File: config.mk
export PLATFORM = sky130hd
export DESIGN_NAME = reaction_trial_sequencer_flat
export DESIGN_NICKNAME = d
export VERILOG_FILES = /design/src/rtl/reaction_trial_sequencer_pkg.sv /design/src/rtl/reaction_trial_sequencer_if.sv /design/src/rtl/reaction_tick_gen.sv /design/src/rtl/reaction_trial_sequencer.sv /design/src/flat_wrapper.sv
export SDC_FILE = /design/constraint.sdc
export NUM_CORES = 1
export LEC_CHECK = 0
export CAP_MARGIN = 0
export CORE_MARGIN = 10
export CORE_UTILIZATION = 40
export DETAILED_ROUTE_END_ITERATION = 10
export HOLD_SLACK_MARGIN = 0.08
export PLACE_DENSITY = 0.62
export SLEW_MARGIN = 0
export SYNTH_ARGS = -nofsm -noshare
export SYNTH_HDL_FRONTEND = slang
export SYNTH_HIERARCHICAL = 1
export SYNTH_SLANG_ARGS = --single-unit
File: constraint.sdc
create_clock -name clock -period 5.8 [get_ports clock]
set_clock_uncertainty 0.05 [all_clocks]
set_input_delay 0.87 -clock clock [delete_from_list [all_inputs] [get_ports clock]]
set_output_delay 0.87 -clock clock [all_outputs]
set_load 0.02 [all_outputs]
File: src/rtl/reaction_trial_sequencer_pkg.sv
// Shared types and defaults for the reaction-time trial sequencer and its tick generator.
package reaction_trial_sequencer_pkg;

   typedef enum logic [2:0] {
      ST_IDLE,
      ST_WAIT,
      ST_REACT,
      ST_RECORD,
      ST_SHOW,
      ST_FAULT,
      ST_DONE
   } state_t;

   typedef enum logic [1:0] {
      DISP_HI    = 2'b00,
      DISP_TIME  = 2'b01,
      DISP_AVG   = 2'b10,
      DISP_FAULT = 2'b11
   } disp_t;

   localparam int DEF_TICK_DIV = 500000;

endpackage

File: src/rtl/reaction_trial_sequencer_if.sv
// Button/LFSR inputs and display/result outputs of the reaction-time sequencer.
interface reaction_trial_sequencer_if #(
   parameter int LOG2_TRIALS = 2
);
   logic                   start_p;
   logic                   stop_p;
   logic [28:0]            rand_val;
   logic                   led;
   logic [1:0]             disp_sel;
   logic [9:0]             cur_cs;
   logic [9:0]             best_cs;
   logic [9:0]             avg_cs;
   logic [LOG2_TRIALS-1:0] trial_idx;
   logic                   result_valid;
   logic                   session_done;

   modport master (
      output start_p, stop_p, rand_val,
      input  led, disp_sel, cur_cs, best_cs, avg_cs, trial_idx, result_valid, session_done
   );

   modport slave (
      input  start_p, stop_p, rand_val,
      output led, disp_sel, cur_cs, best_cs, avg_cs, trial_idx, result_valid, session_done
   );
endinterface

File: src/rtl/reaction_tick_gen.sv
// 10 ms tick prescaler: counts 0..TICK_DIV-1, tick on the last count, synchronous clear.
module reaction_tick_gen
   import reaction_trial_sequencer_pkg::*;
#(
   parameter int TICK_DIV = DEF_TICK_DIV
) (
   input  logic clock,
   input  logic reset,
   input  logic clr,
   output logic tick
);
   localparam int PW = (TICK_DIV > 1) ? $clog2(TICK_DIV) : 1;
   localparam logic [PW-1:0] TC = PW'(TICK_DIV - 1);

   logic [PW-1:0] cnt_q;

   always_ff @(posedge clock or negedge reset) begin
      if (!reset) begin
         cnt_q <= '0;
      end else if (clr || cnt_q == TC) begin
         cnt_q <= '0;
      end else begin
         cnt_q <= cnt_q + PW'(1);
      end
   end

   assign tick = (cnt_q == TC);
endmodule

File: src/rtl/reaction_trial_sequencer.sv
// Multi-trial reaction-time session controller: random pre-delay, reaction timing, best/average.
// Build option FALSE_START_PENALTY_EN: a false start records MAX_REACT_T as a counted trial.
//
// state  | meaning
// IDLE   | waiting for first start after reset
// WAIT   | counting down the random pre-delay, LED off
// REACT  | LED on, counting reaction ticks
// RECORD | one cycle: accumulate sum/best, pulse result_valid
// SHOW   | showing last trial time, start begins next trial
// FAULT  | false start shown, start retries the same trial
// DONE   | session average shown, start begins a new session
module reaction_trial_sequencer
   import reaction_trial_sequencer_pkg::*;
#(
   parameter int TICK_DIV    = DEF_TICK_DIV,
   parameter int MIN_DELAY_T = 100,
   parameter int DLY_W       = 8,
   parameter int MAX_REACT_T = 999,
   parameter int LOG2_TRIALS = 2
) (
   input logic                       clock,
   input logic                       reset,
   reaction_trial_sequencer_if.slave bus
);
   localparam int DW = $clog2(MIN_DELAY_T + (1 << DLY_W));
   localparam int SW = 10 + LOG2_TRIALS;
   localparam logic [9:0] MAX_CS = 10'(MAX_REACT_T);
   localparam logic [LOG2_TRIALS-1:0] LAST_TRIAL = '1;
`ifdef FALSE_START_PENALTY_EN
   localparam state_t FS_DEST = ST_RECORD;
`else
   localparam state_t FS_DEST = ST_FAULT;
`endif

   state_t                 state_q, state_nx;
   disp_t                  disp;
   logic [DW-1:0]          delay_q;
   logic [9:0]             cur_q, best_q, avg_q;
   logic [SW-1:0]          sum_q, sum_nx;
   logic [LOG2_TRIALS-1:0] trial_q;
   logic                   tick, tick_clr, start_ok, fault_q;
   logic                   unused_rand;

   reaction_tick_gen #(.TICK_DIV(TICK_DIV)) u_tick (
      .clock (clock),
      .reset (reset),
      .clr   (tick_clr),
      .tick  (tick)
   );

   always_ff @(posedge clock or negedge reset) begin
      if (!reset) state_q <= ST_IDLE;
      else        state_q <= state_nx;
   end

   always_comb begin
      state_nx = state_q;
      disp     = DISP_HI;
      case (state_q)
         ST_IDLE: begin
            if (bus.start_p) state_nx = ST_WAIT;
         end
         ST_WAIT: begin
            if (bus.stop_p)                              state_nx = FS_DEST;
            else if (tick && delay_q <= DW'(1))          state_nx = ST_REACT;
         end
         ST_REACT: begin
            disp = DISP_TIME;
            if (bus.stop_p || (tick && cur_q == MAX_CS)) state_nx = ST_RECORD;
         end
         ST_RECORD: begin
            disp     = fault_q ? DISP_FAULT : DISP_TIME;
            state_nx = (trial_q == LAST_TRIAL) ? ST_DONE : ST_SHOW;
         end
         ST_SHOW: begin
            disp = fault_q ? DISP_FAULT : DISP_TIME;
            if (bus.start_p) state_nx = ST_WAIT;
         end
         ST_FAULT: begin
            disp = DISP_FAULT;
            if (bus.start_p) state_nx = ST_WAIT;
         end
         ST_DONE: begin
            disp = DISP_AVG;
            if (bus.start_p) state_nx = ST_WAIT;
         end
         default: state_nx = ST_IDLE;
      endcase
   end

   assign start_ok = (state_nx == ST_WAIT) && (state_q != ST_WAIT);
   assign tick_clr = (state_nx != state_q) && (state_nx == ST_WAIT || state_nx == ST_REACT);
   assign sum_nx   = sum_q + SW'(cur_q);

   always_ff @(posedge clock or negedge reset) begin
      if (!reset) begin
         delay_q <= '0;
         cur_q   <= '0;
         best_q  <= MAX_CS;
         avg_q   <= '0;
         sum_q   <= '0;
         trial_q <= '0;
      end else begin
         if (start_ok) begin
            delay_q <= DW'(MIN_DELAY_T) + DW'(bus.rand_val[DLY_W-1:0]);
            if (state_q == ST_IDLE || state_q == ST_DONE) begin
               sum_q   <= '0;
               trial_q <= '0;
               best_q  <= MAX_CS;
            end
         end else if (state_q == ST_WAIT && tick) begin
            delay_q <= delay_q - DW'(1);
         end

         // A false start that is counted records the timeout value.
         if (state_q == ST_WAIT && state_nx == ST_REACT)        cur_q <= '0;
         else if (state_q == ST_WAIT && state_nx == ST_RECORD)  cur_q <= MAX_CS;
         else if (state_q == ST_REACT && state_nx == ST_REACT && tick) cur_q <= cur_q + 10'd1;

         if (state_q == ST_RECORD) begin
            sum_q <= sum_nx;
            if (cur_q < best_q) best_q <= cur_q;
            if (state_nx == ST_DONE) avg_q   <= 10'(sum_nx >> LOG2_TRIALS);
            else                     trial_q <= trial_q + LOG2_TRIALS'(1);
         end
      end
   end

`ifdef FALSE_START_PENALTY_EN
   always_ff @(posedge clock or negedge reset) begin
      if (!reset)                                           fault_q <= 1'b0;
      else if (state_q == ST_WAIT && state_nx == ST_RECORD) fault_q <= 1'b1;
      else if (start_ok)                                    fault_q <= 1'b0;
   end
`else
   assign fault_q = 1'b0;
`endif

   assign unused_rand      = ^bus.rand_val[28:DLY_W];
   assign bus.led          = (state_q == ST_REACT);
   assign bus.disp_sel     = disp;
   assign bus.cur_cs       = cur_q;
   assign bus.best_cs      = best_q;
   assign bus.avg_cs       = avg_q;
   assign bus.trial_idx    = trial_q;
   assign bus.result_valid = (state_q == ST_RECORD);
   assign bus.session_done = (state_q == ST_DONE);
endmodule

File: src/flat_wrapper.sv
// flat-port wrapper written by rule: the top's interface ports become plain ports
module reaction_trial_sequencer_flat import reaction_trial_sequencer_pkg::*;
#(
   parameter int TICK_DIV    = DEF_TICK_DIV,
   parameter int MIN_DELAY_T = 100,
   parameter int DLY_W       = 8,
   parameter int MAX_REACT_T = 999,
   parameter int LOG2_TRIALS = 2
)
  (clock, reset, bus_start_p, bus_stop_p, bus_rand_val, bus_led, bus_disp_sel, bus_cur_cs, bus_best_cs, bus_avg_cs, bus_trial_idx, bus_result_valid, bus_session_done);
  reaction_trial_sequencer_if #(.LOG2_TRIALS(LOG2_TRIALS)) bus_i ();
  input logic clock;
  input logic reset;
  input wire logic [$bits(bus_i.start_p)-1:0] bus_start_p;
  input wire logic [$bits(bus_i.stop_p)-1:0] bus_stop_p;
  input wire logic [$bits(bus_i.rand_val)-1:0] bus_rand_val;
  output wire logic [$bits(bus_i.led)-1:0] bus_led;
  output wire logic [$bits(bus_i.disp_sel)-1:0] bus_disp_sel;
  output wire logic [$bits(bus_i.cur_cs)-1:0] bus_cur_cs;
  output wire logic [$bits(bus_i.best_cs)-1:0] bus_best_cs;
  output wire logic [$bits(bus_i.avg_cs)-1:0] bus_avg_cs;
  output wire logic [$bits(bus_i.trial_idx)-1:0] bus_trial_idx;
  output wire logic [$bits(bus_i.result_valid)-1:0] bus_result_valid;
  output wire logic [$bits(bus_i.session_done)-1:0] bus_session_done;
  assign bus_i.start_p = bus_start_p;
  assign bus_i.stop_p = bus_stop_p;
  assign bus_i.rand_val = bus_rand_val;
  assign bus_led = bus_i.led;
  assign bus_disp_sel = bus_i.disp_sel;
  assign bus_cur_cs = bus_i.cur_cs;
  assign bus_best_cs = bus_i.best_cs;
  assign bus_avg_cs = bus_i.avg_cs;
  assign bus_trial_idx = bus_i.trial_idx;
  assign bus_result_valid = bus_i.result_valid;
  assign bus_session_done = bus_i.session_done;
  reaction_trial_sequencer #(.TICK_DIV(TICK_DIV), .MIN_DELAY_T(MIN_DELAY_T), .DLY_W(DLY_W), .MAX_REACT_T(MAX_REACT_T), .LOG2_TRIALS(LOG2_TRIALS)) u_core (.clock(clock), .reset(reset), .bus(bus_i));
endmodule
# Word level (Yosys, flattened, before mapping)
# Cells that the tools add are included.
# W data, S select, Z words.
totals:
  reg_bits: 75
  output_inout_bits: 37
  inputBits: 33
classes:
  n_mux: 24
  reduce_logical: 22
  magnitude_cmp: 2
  add_sub_neg: 6
  n_eq_ne: 15
op_table:
  columns: ["operator", "n"]
  rows:
  - ["$mux W10", 7]
  - ["$mux W12", 3]
  - ["$add A19 B1 Y19 const B", 1]
  - ["$eq A19 B19 Y1 const B", 1]
  - ["$mux W19", 1]
  - ["$mux W9", 2]
  - ["$add A12 B10 Y12", 1]
  - ["$eq A3 B2 Y1 const B", 4]
  - ["$eq A3 B3 Y1 const B", 4]
  - ["$mux W3", 4]
  - ["$pmux W3 S4", 1]
  - ["$add A10 B1 Y10 const B", 1]
  - ["$eq A10 B10 Y1 const B", 1]
  - ["$lt A10 B10 Y1", 1]
  - ["$mux W2", 5]
  - ["$add A7 B8 Y9 const A", 1]
  - ["$le A9 B1 Y1 const B", 1]
  - ["$logic_and A1 B1 Y1", 9]
  - ["$sub A9 B1 Y9 const B", 1]
  - ["$eq A3 B1 Y1 const B", 2]
  - ["$pmux W2 S3", 1]
  - ["$reduce_bool A2 Y1", 3]
  - ["$logic_or A1 B1 Y1", 4]
  - ["$reduce_and A2 Y1", 2]
  - ["other kinds (8)", 8]

# Logic depth before layout (Yosys ltp)
# Gate-level depths: netlist of run 1.
logic_depth:
  word_depth: 11
  ltp_mapped: 12
  depth_no_buf: 10

# Modules after synthesis
# Netlist of run 1, hierarchy kept.
modules_own_cells:
  columns: ["mod", "seq_area_each_um2", "area_each_um2", "instances", "cells_each"]
  rows:
  - ["reaction_trial_sequencer", 1411.4, 3553.4, 1, 378]
  - ["reaction_tick_gen", 475.5, 979.7, 1, 102]

# Worst setup path after synthesis of run 1
# Ideal clock, no wire load.
synth_timing:
  path_kind: "register -> register"
  from: "reg u_core.u_tick.cnt_q[12]"
  to: "reg u_core.u_tick.cnt_q[10]"
  required_time_ps: 5629
  stages_incl_launch_ff: 13
  t_arrival_ps: 3238
  synth_period_minus_slack_ps: 3409
  slack_ps: 2391
  n_path_buf: 2
  cell_sequence: "dfrtp_1 nor4bb_1 nand2_1 nor4b_1 and4b_1 a41o_1 a211oi_2 or3_1 buf_6 nand2_1 o21bai_1 buf_2 nor2_1"
synth_via:
  elab_chain_cells: 10
synth_rtl:
  columns: ["item", "line", "rtl"]
  rows:
  - ["start, declared", "reaction_tick_gen.sv:15", "logic [PW-1:0] cnt_q;"]
  - ["start signal, assigned", "reaction_tick_gen.sv:23", "cnt_q <= cnt_q + PW'(1);"]
  - ["$eq A19 B19 Y1 *", "reaction_tick_gen.sv:27", "assign tick = (cnt_q == TC);"]
  - ["via u_core.tick", "reaction_trial_sequencer.sv:41", "logic tick, tick_clr, start_ok, fault_q;"]
  - ["$logic_and A1 B1 Y1 (on tied branches)", "reaction_trial_sequencer.sv:65, reaction_trial_sequencer.sv:69", null]
  - ["$mux W3 or $logic_or A1 B1 Y1 (tied branches)", "reaction_trial_sequencer.sv:65, reaction_trial_sequencer.sv:69", null]
  - ["$mux W3 (on tied branches)", "reaction_trial_sequencer.sv:64, reaction_trial_sequencer.sv:69", null]
  - ["$pmux W3 S4 *", "reaction_trial_sequencer.sv:59", "case (state_q)"]
  - ["$eq A3 B1 Y1 or $eq A3 B2 Y1 (tied branches)", "reaction_trial_sequencer.sv:92", "assign tick_clr = (state_nx != state_q) && (state_nx == ST_WAIT || state_nx == ST_REACT);"]
  - ["$logic_or A1 B1 Y1", "reaction_trial_sequencer.sv:92", null]
  - ["$logic_and A1 B1 Y1 *", "reaction_trial_sequencer.sv:92", null]
  - ["via u_core.tick_clr", "reaction_trial_sequencer.sv:41", null]
  - ["$logic_or A1 B1 Y1 *", "reaction_tick_gen.sv:20", "end else if (clr || cnt_q == TC) begin"]
  - ["$mux W19 *", "reaction_tick_gen.sv:20", null]
# Mark *: on every way through the listed nets, which the timed path passes. The rest lies on a longest branch.
# A chain may end at the register's enable or synchronous reset.

# Final worst setup path of run 1
layout_timing:
  from: "reg u_core.u_tick.cnt_q[5]"
  to: "reg u_core.u_tick.cnt_q[18]"
# The elaborated chain is that of the path after synthesis.

==> results of run 1 <==
==> kinds of logic (layout without fill, tap and decap cells) <==
logic type                 count (synthesis)  in the layout  share of synthesized area [%]
adders and majority gates                 26             26                          7.342
buffers and inverters                     48             99                          4.637
muxes                                     22             22                          5.161
DFF                                       75             75                          41.62
AOI/OAI and AO/OA                        104            104                          14.21
xor gates and xnor gates                  38             38                          7.342
and+or+nand+nor                          167            167                          19.68
==> registers in the layout, indices dropped and copies added, names as in the netlist <==
signal                flops
u_core/bus.avg_cs        10
u_core/bus.best_cs       10
u_core/bus.cur_cs        10
u_core/bus.trial_idx      2
u_core/delay_q            9
u_core/state_q            3
u_core/sum_q             12
u_core/u_tick/cnt_q      19
==> cell usage in the layout (no fill, tap or decap), drive strengths merged, types with 3 or more instances in the layout <==
| master | n |
|---|---|
| nor3b | 4 |
| nor4b | 3 |
| nand2b | 5 |
| nand2 | 53 |
| or4 | 3 |
| ha | 25 |
| or3 | 5 |
| a21o | 3 |
| inv | 32 |
| nor3 | 9 |
| nor4 | 10 |
| xnor2 | 22 |
| clkdlybuf4s50 | 47 |
| mux2 | 5 |
| o22ai | 8 |
| o21ai | 36 |
| xor2 | 16 |
| a21oi | 29 |
| clkbuf | 12 |
| dfrtp | 67 |
| dfstp | 8 |
| nor2 | 36 |
| a211oi | 5 |
| and2 | 4 |
| buf | 4 |
| o211ai | 5 |
| mux2i | 17 |
| nand4 | 9 |
| nand3 | 14 |
==> layout make-up <==
class	count	area, um2	area share [%]
Clock buffer	12	256.5	4.708
Clock inverter	4	72.57	1.332
Inverter	32	120.1	2.205
Multi-Input combinational cell	357	2436	44.72
Sequential cell	75	1887	34.63
Tap cell	140	175.2	3.215
Timing Repair Buffer	51	500.5	9.187
==> worst max-delay path by stage <==
stage                                    endpoint  slack [ns]                     from
after floorplan           u_core/u_tick/cnt_q[10]        2.39  u_core/u_tick/cnt_q[12]
after global placement    u_core/u_tick/cnt_q[18]        1.84   u_core/u_tick/cnt_q[9]
after detailed placement  u_core/u_tick/cnt_q[18]        1.81   u_core/u_tick/cnt_q[5]
after CTS                 u_core/u_tick/cnt_q[18]        1.75   u_core/u_tick/cnt_q[5]
after global routing      u_core/u_tick/cnt_q[16]        1.26   u_core/u_tick/cnt_q[9]
final                     u_core/u_tick/cnt_q[18]        1.70   u_core/u_tick/cnt_q[5]
==> tightest hold or removal path, stage by stage, from the launching register on <==
cell,delay [ns]
dfrtp_1,0.33
nand2_1,0.04
o21ai_0,0.06
==> metrics by stage <==
step                      area [um2]  cells  setup slack [ns]
after floorplan                 4533    480             2.391
after global placement          5119    655             1.835
after detailed placement        5119    655             1.806
after CTS                       5448    671             1.749
after global routing            5448    671             1.261
final                           5448    671             1.703
==> layer usage <==
layer,up-vias,track usage (%)
met5,-,0
met4,0,5.961
met3,14,2.874
met2,77,20.29
met1,1727,16.68
li1,1816,-
==> report_power, final <==
group          switching [W]  internal (W)
combinational       0.000335      0.000252
sequential          0.000126      0.000622
clock               0.000216      0.000400
total               0.000677       0.00127
==> results summary, run 1 <==
The total iterations of the first detailed-routing run is 4. The total of flip-flops plus latches after synthesis is 75. The buffers inserted during post-CTS setup optimization is 0. The required arrival time at the worst endpoint came out at 6.00 ns. Sorting the synthesized cells by area gives the leading types as dfrtp_1 37%, ha_1 6.9%, dfstp_2 4.6%. The first global-routing pass estimated 17530 um of wire. The path with the worst hold slack has its endpoint at u_core/bus.avg_cs[3].

The max-capacitance violation count is 0. The run finished with clean final reports. The number of clock buffers added by TritonCTS is 9. For the pin with the worst max-slew slack, the measured transition is 1.124 ns. The worst setup path is captured at a flop.

Counting distinct cell types in the post-synthesis netlist gives 66. The number of instances resized during post-cts repair is 0. The via count of the first global-routing pass is 3600.

Yosys printed 6 warnings. The part of the cycle the worst path needs came out at 70.63%. The routed via count is 3634. The type of the worst setup path is flop to flop. The highest cell delay on the worst timing path came out at 0.50 ns. The async set-reset flop share out of synthesis is 100.0%. The routed wire length is 10310 um. The number of nets in the final layout is 585. Routability-driven placement finished with a final weighted congestion of 0.8363. The setup-violating endpoint count in the final report came out at 0. The total standard cell area after synthesis came out at 4533 um2. For this run, the share of the core covered by cells in the final layout is 49.60%. The highest layer touched by signal routing is met4. The count of cells along the worst hold path came out at 2. The longest clock path from root to sink contains 2 buffers. The sum of negative setup slack came out at 0 ns. The initial antenna violation count was 0. The amount of wire on met3 after detailed routing came out at 553 um. For the worst flop-to-flop path, the logic depth is 11. Setup repair after global routing left no endpoint under its margin. In this run the clock root is driven by a clkbuf_16.

The endpoint identified for the worst register-to-register timing path is u_core/u_tick/cnt_q[18]. The part of the Yosys area used for sequential elements came out at 41.62%. The critical path goes through nor4bb_1 > nand2_1 > nor4b_1 > buf_4 > nor4b_2 > nand4_1 > o2111ai_2 > or3_1 > nand2_1 > o21bai_1 > a21oi_1. The top-area cell type share of the netlist area came out at 36.99%. Counting I/O delays and the setup requirement, the final critical path takes 4.097 ns. The total core area is 10980 um2. The commonest cells after synthesis are 67 x dfrtp_1, 53 x nand2_1, 36 x nor2_1. During placement, the flow inserted port buffers numbering 48. The cell type with the largest total area after synthesis is dfrtp_1.

The detailed router's first-iteration violation count is 267. The worst supply voltage drop on vdd is 0.1753 mV. The number of standard cells after synthesis came out at 480. The latest clock arrival within the worst-skew pair is 0.34 ns. In this run the horizontal extent of the chip is 126.5 um. The top cell family by delay on the critical path is simple AND/OR/NAND/NOR gates. Counting buffers and inverters, the worst setup path is 11 cells deep. The area of the die is 15990 um2.

The cell leakage power came out at 2.429 nW. The highest achievable clock rate came out at 244.1 MHz. The category of the worst setup path launch point is a flop. For this design, the sink count on the clock tree is 75. The final hold slack came out at 0.4252 ns. The residual antenna-violating net count after detailed routing is 0.

The power per unit of standard cell area came out at 358.1 nW/um2. The detailed router put a total of 4769 um of wire on met1. Dividing the detail-routed wire length by the instance count gives 15.36 um. After clock tree synthesis, the flow added hold-fix buffers numbering 0. The number of H-tree branching levels is 3. The final hold violation count came to 0. The filler cell count came out at 1049. Once the floorplan was initialized, standard cells occupied 41.27% of the core. The total power of the final layout came out at 0.001951 W. The antenna diode instance count came out at 0. The startpoint identified for the worst register-to-register timing path is u_core/u_tick/cnt_q[5]. In this run the vertical extent of the chip is 126.5 um.

The signed area change from the synthesized netlist to the final layout came out at 20.18%. For flop-to-flop paths, the worst setup slack is 1.70 ns. The half-perimeter wire length after placement is 7495 um. The I/O pin count came out at 70. On the critical path, the stage with the largest delay is an instance of o21bai_1. The share of final-layout standard cells stronger than drive strength 1 came out at 8.286%. In the routed design, unresolved DRC markers number 0. The clock-pin slew of the registers on the worst-case setup and hold paths is 0.06 ns. The worst slew margin relative to its limit came out at 24.90%. The buffering stage count on the worst path with inverters included came out at 1.

The synthesized netlist net count came out at 539. The clock tree from TritonCTS is yes. Entering global routing, the biggest net connects 76 pins. Row generation in the floorplan step produced 38 rows. The startpoint identified for the worst hold timing path is u_core/bus.avg_cs[3]. The total global routing track utilization is 12.97%. In this run, synthesis inferred 0 flip-flops with an integrated enable.

By instance count, the leading cell after synthesis is dfrtp_1. The top flip-flop cell by instance count after synthesis is dfrtp_1. The total congestion overflow is 0. Data on the critical path arrives at its endpoint at 4.29 ns. The type of the worst min-delay path is flop to flop. The number of max-slew violations in the final report is 0. Along the worst path, the maximum fanout reaches 16.

Wire segments on met2 add up to 4802 um in the final route. The detailed-route vias per instance came out at 5.416. In this design, the critical path's most frequently occurring cell is nand2_1.

The post-synthesis area per instance is 9.444 um2.
(Power assumes the default switching activity.)
==> inputs of run 2 (changes only) <==
==> constraint.sdc (replaced) <==
create_clock -name clock -period 4.1 [get_ports clock]
set_clock_uncertainty 0.05 [all_clocks]
set_input_delay 0.615 -clock clock [delete_from_list [all_inputs] [get_ports clock]]
set_output_delay 0.615 -clock clock [all_outputs]
set_load 0.02 [all_outputs]
==> run 2 against run 1 <==
  * Cell area barely moved
  * Flip-flop and latch count unchanged
  * Die area did not move
  * Sequential power grew 42%
  * First-iteration DRC count fell by 20%
  * Routed wire length is 0.91% higher
  * Final cell count up 1.0%
  * Highest routed layer unchanged
  * Largest power group unchanged
  * Critical endpoint is now u_core/sum_q[1]
  * Utilization barely moved
  * Register-to-register slack got worse by 0.92 ns
  * Combinational power increased by 49%
==> results summary, run 2 (synthesized netlist as in run 1, its figures left out) <==
The number of nets in the final layout is 592 (+1.2%). The TritonCTS sink count is 75 (unchanged). The floorplan die width is 126.5 um (unchanged). The total iterations of the first detailed-routing run was 4 (unchanged). Counting flops per register, the top entry is u_core/u_tick/cnt_q. The largest individual stage delay along the critical path comes from the cell and2_1. The number of max-slew violations in the final report is 0 (unchanged). The signed area change from the synthesized netlist to the final layout came out at 20.26% (about the same). STA classifies the critical path startpoint as a flop. In the final layout, the registers with the most flip-flops are u_core/u_tick/cnt_q: 19 flops, u_core/sum_q: 12 flops. The number of instances resized during post-cts repair was 0 (unchanged). The tightest min-delay check is of the input port to async pin type. The share of final-layout standard cells stronger than drive strength 1 came out at 8.922% (+0.64 points).

The total of buffers placed on input and output ports is 48 (unchanged). The required arrival time at the worst endpoint came out at 4.24 ns (-1.76 ns). The buffers inserted during post-CTS setup optimization is 0 (unchanged). The largest net degree at the start of global routing is 76 (unchanged). The buffering stage count on the worst path with inverters included is 3 (+2). The sum of negative setup slack came out at 0 ns (unchanged).

The library cell used most frequently in the layout, excluding fill and tap cells, is dfrtp_1. The total global routing track utilization came out at 13.11% (+0.14 points). The total core area is 10980 um2 (unchanged). The final critical-path setup slack is 0.7811 ns (-0.9222 ns). The minimum clock period after layout came to 3.319 ns (-0.7778 ns). The flow ran to the end, and the final reports show no timing, DRC or antenna violations. The residual antenna-violating net count after detailed routing was 0 (unchanged). The clock-pin slew of the registers on the worst-case setup and hold paths is 0.06 ns (about the same). The final hold violation count came out at 0 (unchanged). The count of unresolved DRC violations after routing is 0 (unchanged). The area of the die is 15990 um2 (unchanged).

The clock tree from TritonCTS is yes. The data arrival time of the critical path came to 3.46 ns (-0.83 ns). The routed via count was 3610 (-0.66%).

The initial antenna violation count was 0 (unchanged). The top cell family by delay on the critical path is simple AND/OR/NAND/NOR gates. The last weighted congestion value of the routability-driven placer was 0.8295 (-0.81%). The worst supply voltage drop on vdd came to 0.2846 mV (+62%).

The part of the cycle the worst path needs is 80.95% (+10 points). The setup-violating endpoint count in the final report was 0 (unchanged). The half-perimeter wire length after placement is 7604 um (+1.5%). The latest clock arrival within the worst-skew pair is 0.33 ns (about the same). Clock tree synthesis selected as its root buffer the cell clkbuf_16.

The height of the die is 126.5 um (unchanged). The post-cts hold buffer count came out at 0 (unchanged). The setup slack at placement came out at 0.8221 ns (-0.9842 ns). The slew of the pin with the lowest slew margin came out at 0.9698 ns (-0.1544 ns). The antenna diode instance count is 0 (unchanged).

The highest achievable clock rate is 301.3 MHz (+23%). Setup repair after global routing left no endpoint under its margin. The filler cell count was 1042 (-0.67%). The detailed router's first-iteration violation count came out at 214 (-20%).

The worst slew margin relative to its limit is 35.34% (+10 points). Traced cell by cell, the critical path runs through nor4bb_1 > nand2_1 > nor4b_1 > buf_4 > and4b_1 > a41o_1 > a211oi_2 > buf_4 > inv_2 > and2_1 > o21ai_1. The number of CTS-inserted buffers came out at 9 (unchanged).

The total congestion overflow is 0 (unchanged). The number of cells in the finished layout apart from fillers is 678 (+1.0%). The clock tree buffer depth is 2 (unchanged). The number of H-tree branching levels came out at 3 (unchanged). The row count is 38 (unchanged). The average detailed-routed wire length per instance came to 15.34 um (-0.13%). The placed instance count is 662 (+1.1%). The I/O pin count came out at 70 (unchanged). The top cell types in the final layout, fill and taps aside, are 67 x dfrtp_1, 53 x nand2_1, 47 x clkdlybuf4s50_1, 36 x nor2_1. The max-capacitance violation count came out at 0 (unchanged). The global-route wire length before repair was 17720 um (+1.1%).

The number of flip-flops under the largest register name came to 19 (unchanged). STA classifies the critical path endpoint as a flop. The power per unit of standard cell area came out at 493.9 nW/um2 (+38%). The initial core utilization is 41.27% (unchanged). The cell repeated most along the worst path is buf_4. The via count of the first global-routing pass is 3556 (-1.2%). The detailed-route vias per instance came out at 5.324 (-1.7%). The highest cell delay on the worst timing path is 0.55 ns (+0.05 ns). The routed wire length is 10400 um (+0.91%). The cell leakage power is 2.440 nW (+0.46%). The largest fanout on the critical path came to 14 (-2). The type of the worst setup path is flop to flop. The total power of the final layout is 0.002692 W (+38%).
-- run 2: cell count changes in the layout (fill, tap and decap cells not counted) --
cell        previous run  this run
bufinv_16              2         1
buf_4                  4        11
clkbuf_1               1         4
clkinv_2               1         2
clkinvlp_4             1         0
clkbuf_8               2         0
-- run 2: per-stage QoR --
step,util (%),hold WS (ns),area (um2)
2_1_floorplan,-,0.2694,4533
3_3_place_gp,47.08,0.4183,5171
3_5_place_dp,47.08,0.4249,5171
4_1_cts,49.64,0.4339,5451
5_1_grt,49.64,0.4539,5451
6_report,49.64,0.3684,5451
-- run 2: final timing paths --
path / from / to / slack, ns / cells past startpoint
min in group clock: u_core/bus.avg_cs[4] / u_core/bus.avg_cs[4] / 0.43 / 2
worst min register to register: u_core/bus.avg_cs[4] / u_core/bus.avg_cs[4] / 0.43 / 2
worst max-delay path: u_core/u_tick/cnt_q[5] / u_core/sum_q[1] / 0.78 / 11
worst max register to register: u_core/u_tick/cnt_q[5] / u_core/sum_q[1] / 0.78 / 11
worst min-delay path: reset / u_core/delay_q[4] / 0.37 / 1
max in group asynchronous: reset / u_core/delay_q[1] / 2.98 / 1
-- run 2: where the power goes --
part	total [W]	internal [W]	switching, W
combinational	0.000874	0.000388	0.000487
clock	0.000761	0.000470	0.000291
sequential	0.00106	0.000881	0.000176
total	0.00269	0.00174	0.000954
-- run 2: area by class of cell --
type	count	area, um2	area share [%]
Sequential cell	75	1887	34.61
Timing Repair Buffer	58	553.0	10.14
Clock inverter	3	40.04	0.7345
Inverter	32	120.1	2.203
Multi-Input combinational cell	357	2436	44.69
Clock buffer	13	240.2	4.407
Tap cell	140	175.2	3.213
-- run 2: worst reg2reg max path, delay by kind of cell (launching register included) --
family / cells / cell delay (ns)
buf+inv: 3 / 0.58
compound gates: 3 / 0.50
flops: 1 / 0.45
simple gates: 5 / 1.61
-- run 2: per-layer routing --
layer  GRT usage [%]  vias up  part of all wire, %
met5               0        -                    0
met4           6.229        0                  1.8
met3           2.374       12                  3.6
met2           20.60       64                   46
met1           17.04     1709                   48
li1                -     1825                    -
==> inputs of run 3 (changes only) <==
==> constraint.sdc (replaced) <==
create_clock -name clock -period 3.4 [get_ports clock]
set_clock_uncertainty 0.05 [all_clocks]
set_input_delay 0.51 -clock clock [delete_from_list [all_inputs] [get_ports clock]]
set_output_delay 0.51 -clock clock [all_outputs]
set_load 0.02 [all_outputs]
==> run 3 against run 2 <==
  * Maximum frequency increased by 7.5%
  * Utilization increased by 0.46 points
  * Critical endpoint is now u_core/u_tick/cnt_q[18]
  * Die area unchanged
  * Total power rose by 22%
  * Highest routed layer unchanged
  * Register-to-register slack got worse by 0.47 ns
  * Sequential power up 22%
  * Clock power grew 22%
==> results summary, run 3 (synthesized netlist as in run 1, its figures left out) <==
The initial core utilization is 41.27% (unchanged). The slew of the pin with the lowest slew margin came out at 0.9344 ns (-0.03542 ns). The cell leakage power is 2.473 nW (+1.4%). By instance count, the cell type seen most on the critical path is nand2_1. The number of nets in the final layout came out at 595 (+0.51%). The last weighted congestion value of the routability-driven placer came out at 0.8358 (+0.76%).

The sum of negative setup slack came out at 0 ns (unchanged). The filler cell count is 1031 (-1.1%). The cell with the biggest individual delay on the critical path is dfrtp_1.

On the critical path the largest part of the delay comes from simple AND/OR/NAND/NOR gates. The power per unit of standard cell area is 598.4 nW/um2 (+21%). The highest achievable clock rate came out at 324.0 MHz (+7.5%). The count of unresolved DRC violations after routing is 0 (unchanged).

The via count of the first global-routing pass came out at 3690 (+3.8%). The detailed router's first-iteration violation count is 254 (+19%). The utilization after layout came out at 50.09% (+0.46 points). The average detailed-routed wire length per instance came out at 16.03 um (+4.5%). The residual antenna-violating net count after detailed routing came out at 0 (unchanged). TritonCTS built the clock tree. The half-perimeter wire length after placement came out at 7728 um (+1.6%). The signed area change from the synthesized netlist to the final layout is 21.36%. The share of final-layout standard cells stronger than drive strength 1 is 10.00% (+1.1 points). The post-route cell area is 5502 um2 (+0.92%). The worst supply voltage drop on vdd came to 0.3070 mV (+7.9%). The placed instance count is 665 (+0.45%). The highest cell delay on the worst timing path is 0.43 ns (-0.12 ns). The run finished with clean final reports.

The global-route wire length before repair came out at 18400 um (+3.9%). The total congestion overflow is 0 (unchanged). The latest clock arrival within the worst-skew pair was 0.33 ns (about the same). The TritonCTS sink count came out at 75 (unchanged). The buffering stage count on the worst path with inverters included was 1 (-2). The number of cells in the finished layout apart from fillers came out at 680 (+0.29%).

STA classifies the critical path startpoint as a flop. The clock-pin slew of the registers on the worst-case setup and hold paths came out at 0.06 ns (about the same). The library cell used most frequently in the layout, excluding fill and tap cells, is dfrtp_1. Setup repair after global routing left no endpoint under its margin. The area occupied by multi-input gates came out at 2460 um2 (+0.98%). The antenna diode instance count is 0 (unchanged). The buffers inserted during post-CTS setup optimization is 0 (unchanged). The number of CTS-inserted buffers came out at 9 (unchanged). The cell area reported after detailed placement was 5200 um2 (+0.56%). The tightest min-delay check is of the input port to async pin type. Counting flops per register, the top entry is u_core/u_tick/cnt_q. The area of all sequential standard cells came out at 1887 um2 (unchanged). The number of H-tree branching levels came to 3 (unchanged).

The data arrival time of the critical path is 3.25 ns (-0.21 ns). The total of buffers placed on input and output ports is 48 (unchanged). The part of the cycle the worst path needs is 90.79% (+9.8 points).

The largest fanout on the critical path is 9 (-5). The setup-violating endpoint count in the final report is 0 (unchanged). The final hold violation count is 0 (unchanged). The root buffer cell chosen for the clock tree is clkbuf_16. The area of the die is 15990 um2 (unchanged). The routed via count came to 3646 (+1.0%). The largest net degree at the start of global routing came out at 76 (unchanged). The row count is 38 (unchanged).

The number of flip-flops under the largest register name came out at 19 (unchanged). The floorplan die width is 126.5 um (unchanged). The largest registers in the layout are u_core/u_tick/cnt_q: 19 flops, u_core/sum_q: 12 flops. The total core area is 10980 um2 (unchanged).

The endpoint type of the worst setup path is a flop. The routed wire length is 10900 um (+4.8%). The number of max-slew violations in the final report came to 0 (unchanged). The max-capacitance violation count came out at 0 (unchanged). In the layout the commonest cells are 67 x dfrtp_1, 53 x nand2_1, 47 x clkdlybuf4s50_1, 36 x nor2_1. The required arrival time at the worst endpoint is 3.56 ns (-0.68 ns). The total iterations of the first detailed-routing run came out at 5 (+1). The detailed-route vias per instance came out at 5.362 (+0.70%). The worst setup path is of the flop to flop kind.

The final hold slack is 0.2742 ns (-0.09421 ns). The height of the die is 126.5 um (unchanged). The worst slew margin relative to its limit is 37.71% (+2.4 points). The total global routing track utilization came out at 13.60% (+0.49 points). The I/O pin count came out at 70 (unchanged). The clock tree buffer depth came out at 2 (unchanged). The critical path goes through nor4_1 > nand2_1 > nor4b_4 > and4b_1 > a41o_1 > a211oi_2 > or3_1 > nand2_1 > o21bai_1 > buf_4 > a21oi_1.

The initial antenna violation count is 0 (unchanged). The minimum clock period after layout is 3.087 ns (-0.2321 ns).
-- run 3: changes by cell type in the layout (fill, tap and decap cells not counted), sizes merged --
cell	change
clkbuf	-3
clkinvlp	+2
buf	+3
-- run 3: cell type report --
type	instances	area share (%)
timing repair buffer	61	10.46
clock buffer	10	4.162
tap	140	3.184
multi-input combinational	357	44.71
clock inverter	5	1.001
sequential	75	34.30
inverter	32	2.183
-- run 3: final timing paths --
path / to / slack (ns) / startpoint / depth (start not counted)
max in group asynchronous: u_core/bus.avg_cs[3] / 2.43 / reset / 1
worst max-delay path: u_core/u_tick/cnt_q[18] / 0.31 / u_core/u_tick/cnt_q[9] / 11
worst min-delay path: u_core/delay_q[5] / 0.27 / reset / 1
worst min register to register: u_core/bus.avg_cs[3] / 0.43 / u_core/bus.avg_cs[3] / 2
min in group clock: u_core/bus.avg_cs[3] / 0.43 / u_core/bus.avg_cs[3] / 2
worst max register to register: u_core/u_tick/cnt_q[18] / 0.31 / u_core/u_tick/cnt_q[9] / 11
-- run 3: through the flow --
step / setup slack (ns) / total power [W]
finish: 0.3132 / 0.003292
global route: 0.01441 / 0.003517
CTS: 0.2092 / 0.003306
detailed placement: 0.2807 / 0.002349
global placement: 0.3449 / 0.002324
floorplan: 0.1981 / 0.002042
-- run 3: layer usage --
metal | global-route usage [%] | vias up | share of wire, %
li1 | - | 1822 | -
met1 | 17.22 | 1735 | 46
met2 | 21.90 | 81 | 48
met3 | 3.832 | 8 | 5.0
met4 | 4.287 | 0 | 1.2
met5 | 0 | - | 0
-- run 3: worst reg2reg max path, cell delays in order (launching register included) --
cell      delay (ns)
dfrtp_1         0.43
nor4_1          0.39
nand2_1         0.16
nor4b_4         0.39
and4b_1         0.27
a41o_1          0.23
a211oi_2        0.09
or3_1           0.41
nand2_1         0.14
o21bai_1        0.14
buf_4           0.20
a21oi_1         0.06
-- run 3: what timing repair did --
| action | 4_1_cts | 5_1_grt |
|---|---|---|
| resized for setup | 0 | 2 |
| hold endpoints to repair | 0 | 0 |
| hold buffers | 0 | 0 |
| endpoints found under the setup margin | 0 | 16 |
-- run 3: power by group --
| part | internal, W | switching (W) | total (W) | leakage (nW) |
|---|---|---|---|---|
| combinational | 0.000481 | 0.000594 | 0.00108 | 1.37 |
| clock | 0.000561 | 0.000363 | 0.000925 | 0.134 |
| sequential | 0.00106 | 0.000230 | 0.00129 | 0.965 |
==> variant: new RTL, config.mk and constraints of run 2 <==
`LOG2_TRIALS` is set to 2 in 3 places; all go to 1.
--- a/src/rtl/reaction_trial_sequencer_if.sv
+++ b/src/rtl/reaction_trial_sequencer_if.sv
@@ -1,6 +1,6 @@
 // Button/LFSR inputs and display/result outputs of the reaction-time sequencer.
 interface reaction_trial_sequencer_if #(
-   parameter int LOG2_TRIALS = 2
+   parameter int LOG2_TRIALS = 1
 );
    logic                   start_p;
    logic                   stop_p;
--- a/src/rtl/reaction_trial_sequencer.sv
+++ b/src/rtl/reaction_trial_sequencer.sv
@@ -16,7 +16,7 @@
    parameter int MIN_DELAY_T = 100,
    parameter int DLY_W       = 8,
    parameter int MAX_REACT_T = 999,
-   parameter int LOG2_TRIALS = 2
+   parameter int LOG2_TRIALS = 1
 ) (
    input logic                       clock,
    input logic                       reset,
--- a/src/flat_wrapper.sv
+++ b/src/flat_wrapper.sv
@@ -5,7 +5,7 @@
    parameter int MIN_DELAY_T = 100,
    parameter int DLY_W       = 8,
    parameter int MAX_REACT_T = 999,
-   parameter int LOG2_TRIALS = 2
+   parameter int LOG2_TRIALS = 1
 )
   (clock, reset, bus_start_p, bus_stop_p, bus_rand_val, bus_led, bus_disp_sel, bus_cur_cs, bus_best_cs, bus_avg_cs, bus_trial_idx, bus_result_valid, bus_session_done);
   reaction_trial_sequencer_if #(.LOG2_TRIALS(LOG2_TRIALS)) bus_i ();
Ports: changed (resized bus_trial_idx); port bits go from 70 to 69. No check against the original RTL was run, so the function may have changed too.
==> variant against run 2 <==
  * Total power is 13% lower
  * Final area decreased by 4.2%
  * Setup slack better by 130 ps
  * Sequential cell count decreased by 2
  * Largest cell class unchanged
  * Wire length fell by 6.7%
  * Non-clock buffer count fell by 3
  * Highest routed layer unchanged
  * Count of clock-buffer cells in the layout down 2
  * Synthesized area shrank 4.2%
==> variant: results (changes against run 2) <==
synth:
  syn_nets: 527  # was 539
  ys_top_cells_by_count: "dfrtp_1 (65), nor2_1 (53), nand2_1 (43), o21ai_0 (32), a21oi_1 (30)"  # was dfrtp_1 (67), nand2_1 (53), nor2_1 (36), a21oi_1 (29), inv_1 (29)
  synth-compound-area-share: 0.144  # was 0.142
  yosys_warnings: 6  # unchanged
  synth_ff_type: "dfrtp_1"  # unchanged
  ys_seq_area_frac: 0.423  # was 0.416
  yosys-top-cells-area: "dfrtp_1 (37%), ha_1 (6.9%), dfstp_2 (4.8%)"  # was dfrtp_1 (37%), ha_1 (6.9%), dfstp_2 (4.6%)
  syn-instance-count: 469  # was 480
  synth-async-reset-ratio: 1.00  # unchanged
  synth_xor_area_frac: 0.0766  # was 0.0734
  synth_adder_area_share: 0.0737  # was 0.0734
  synth_cell_types: 56  # was 66
  yosys-mux-area-fraction: 0.0308  # was 0.0516
placed_design:
  routabilityCongestion: 0.802  # was 0.830
  io_buffers: 47  # was 48
  dp_cells: 650  # was 662
  postPlaceCellArea_um2: 4990  # was 5170 um2
  place_ws_ps: 931  # was 822 ps
  post-dp-hpwl_um: 7230  # was 7600 um
power:
  power_switching_share: 0.331  # was 0.354
  peakVddDrop_mv: 0.291  # was 0.285 mV
  leakagePower_nw: 2.32  # was 2.44 nW
layout:
  reg_top3: "u_core/u_tick/cnt_q: 19 flops, u_core/sum_q: 11 flops"  # was u_core/u_tick/cnt_q: 19 flops, u_core/sum_q: 12 flops
  final_area_um2: 5220  # was 5450 um2
  drive_gt1_frac: 0.0887  # was 0.0892
  fin_nets: 583  # was 592
  stdcell_count: 666  # was 678
  n_fill_cell: 1016  # was 1042
global_routing:
  grt_pass1_wl_um: 17100  # was 17700 um
  grt_start_max_net_pins: 32  # was 76
  grt_pass1_vias: 3563  # was 3556
  gr-usage-all-layers: 0.127  # was 0.131
clock_tree:
  cts_root_buf: "clkbuf_8"  # was clkbuf_16
  cts_setup_buffers: 0  # unchanged
  clk_latency_ps: 340
  clkTransAtPathRegs_ps: 80  # was 60 ps
  cts_buffers: 9  # unchanged
  htree_levels: 3  # unchanged
detailed_routing:
  drt_iter0_drc: 157  # was 214
  wire_per_inst_um: 14.6  # was 15.3 um
  first_pass_iters: 4  # unchanged
  vias_per_cell: 5.25  # was 5.32
setup_path:
  critPathMaxFanout: 9  # was 14
  arrival_ps: 3370  # was 3460 ps
  r2r_cells: 12  # was 11
  reg2reg_slack_ps: 910  # was 780 ps
  regToRegEndpoint: "u_core/u_tick/cnt_q[3]"  # was u_core/sum_q[1]
  timing.rr.start: "u_core/u_tick/cnt_q[9]"  # was u_core/u_tick/cnt_q[5]
outcome:
  status: "finished clean"  # unchanged
timing:
  fin_hold_ws_ps: 176  # was 368 ps
  slew_headroom: 0.369  # was 0.353
min_path:
  min_path_type: "in2async"  # unchanged
==> variant: changes by cell type in the layout (fill, tap and decap cells not counted), moves of 4 or more <==
cell              run 2  this run
clkbuf_16             9         0
clkbuf_8              0        11
nor2_1               36        53
o22ai_1               8         0
nand2_1              53        43
o21ai_0              27        31
mux2i_1              17        10
clkbuf_1              4         0
o21ai_1               8         1
a211o_1               0         4
==> variant: worst max-delay path by stage <==
stage | from | end | slack, ps
global route | u_core/u_tick/cnt_q[9] | u_core/u_tick/cnt_q[0] | 520
detailed placement | u_core/u_tick/cnt_q[9] | u_core/u_tick/cnt_q[7] | 930
global placement | u_core/u_tick/cnt_q[9] | u_core/u_tick/cnt_q[5] | 990
CTS | u_core/u_tick/cnt_q[9] | u_core/u_tick/cnt_q[3] | 910
floorplan | u_core/u_tick/cnt_q[12] | u_core/u_tick/cnt_q[10] | 1240
finish | u_core/u_tick/cnt_q[9] | u_core/u_tick/cnt_q[3] | 910
==> variant: cells by family (layout without fill, tap and decap cells) <==
kind of cell,count (synthesis),after routing
AO/OA/AOI/OAI,101,101
AND/OR/NAND/NOR,180,180
adder cells (fa/ha/maj),25,25
XOR/XNOR,38,38
multiplexers,13,13
flip-flops,73,73
buffers and inverters,39,100
==> variant: layout make-up <==
class                      instances  area share
inverter                          29      0.0208
multi-input combinational        357       0.451
clock buffer                      11      0.0290
clock inverter                     5      0.0149
tap                              136      0.0326
timing repair buffer              55       0.101
sequential                        73       0.352
==> variant: power by group through the flow <==
| stage | Combinational, mW | Sequential [mW] | Clock, mW |
|---|---|---|---|
| finish | 0.699 | 1.00 | 0.646 |
| CTS | 0.709 | 1.01 | 0.668 |
| detailed placement | 0.706 | 1.02 | 0 |
| global route | 0.797 | 1.03 | 0.703 |
| global placement | 0.696 | 1.01 | 0 |
| floorplan | 0.394 | 1.06 | 0 |
==> variant: layer usage <==
metal | routed length, um | GRT usage
met5 | 0 | 0
met4 | 148 | 0.0436
met3 | 454 | 0.0297
met2 | 4570 | 0.209
met1 | 4530 | 0.157
==> variant: worst max-delay path, stage by stage (launching register included) <==
cell       delay [ps]
dfrtp_1           440
nor4_1            430
nand2_1            90
nor4b_1           370
buf_4             200
nor4bb_1          330
a41oi_1           180
o2bb2ai_1         220
a21oi_1            90
nor2_1            240
o21bai_1          180
buf_4             190
nor2_1             60
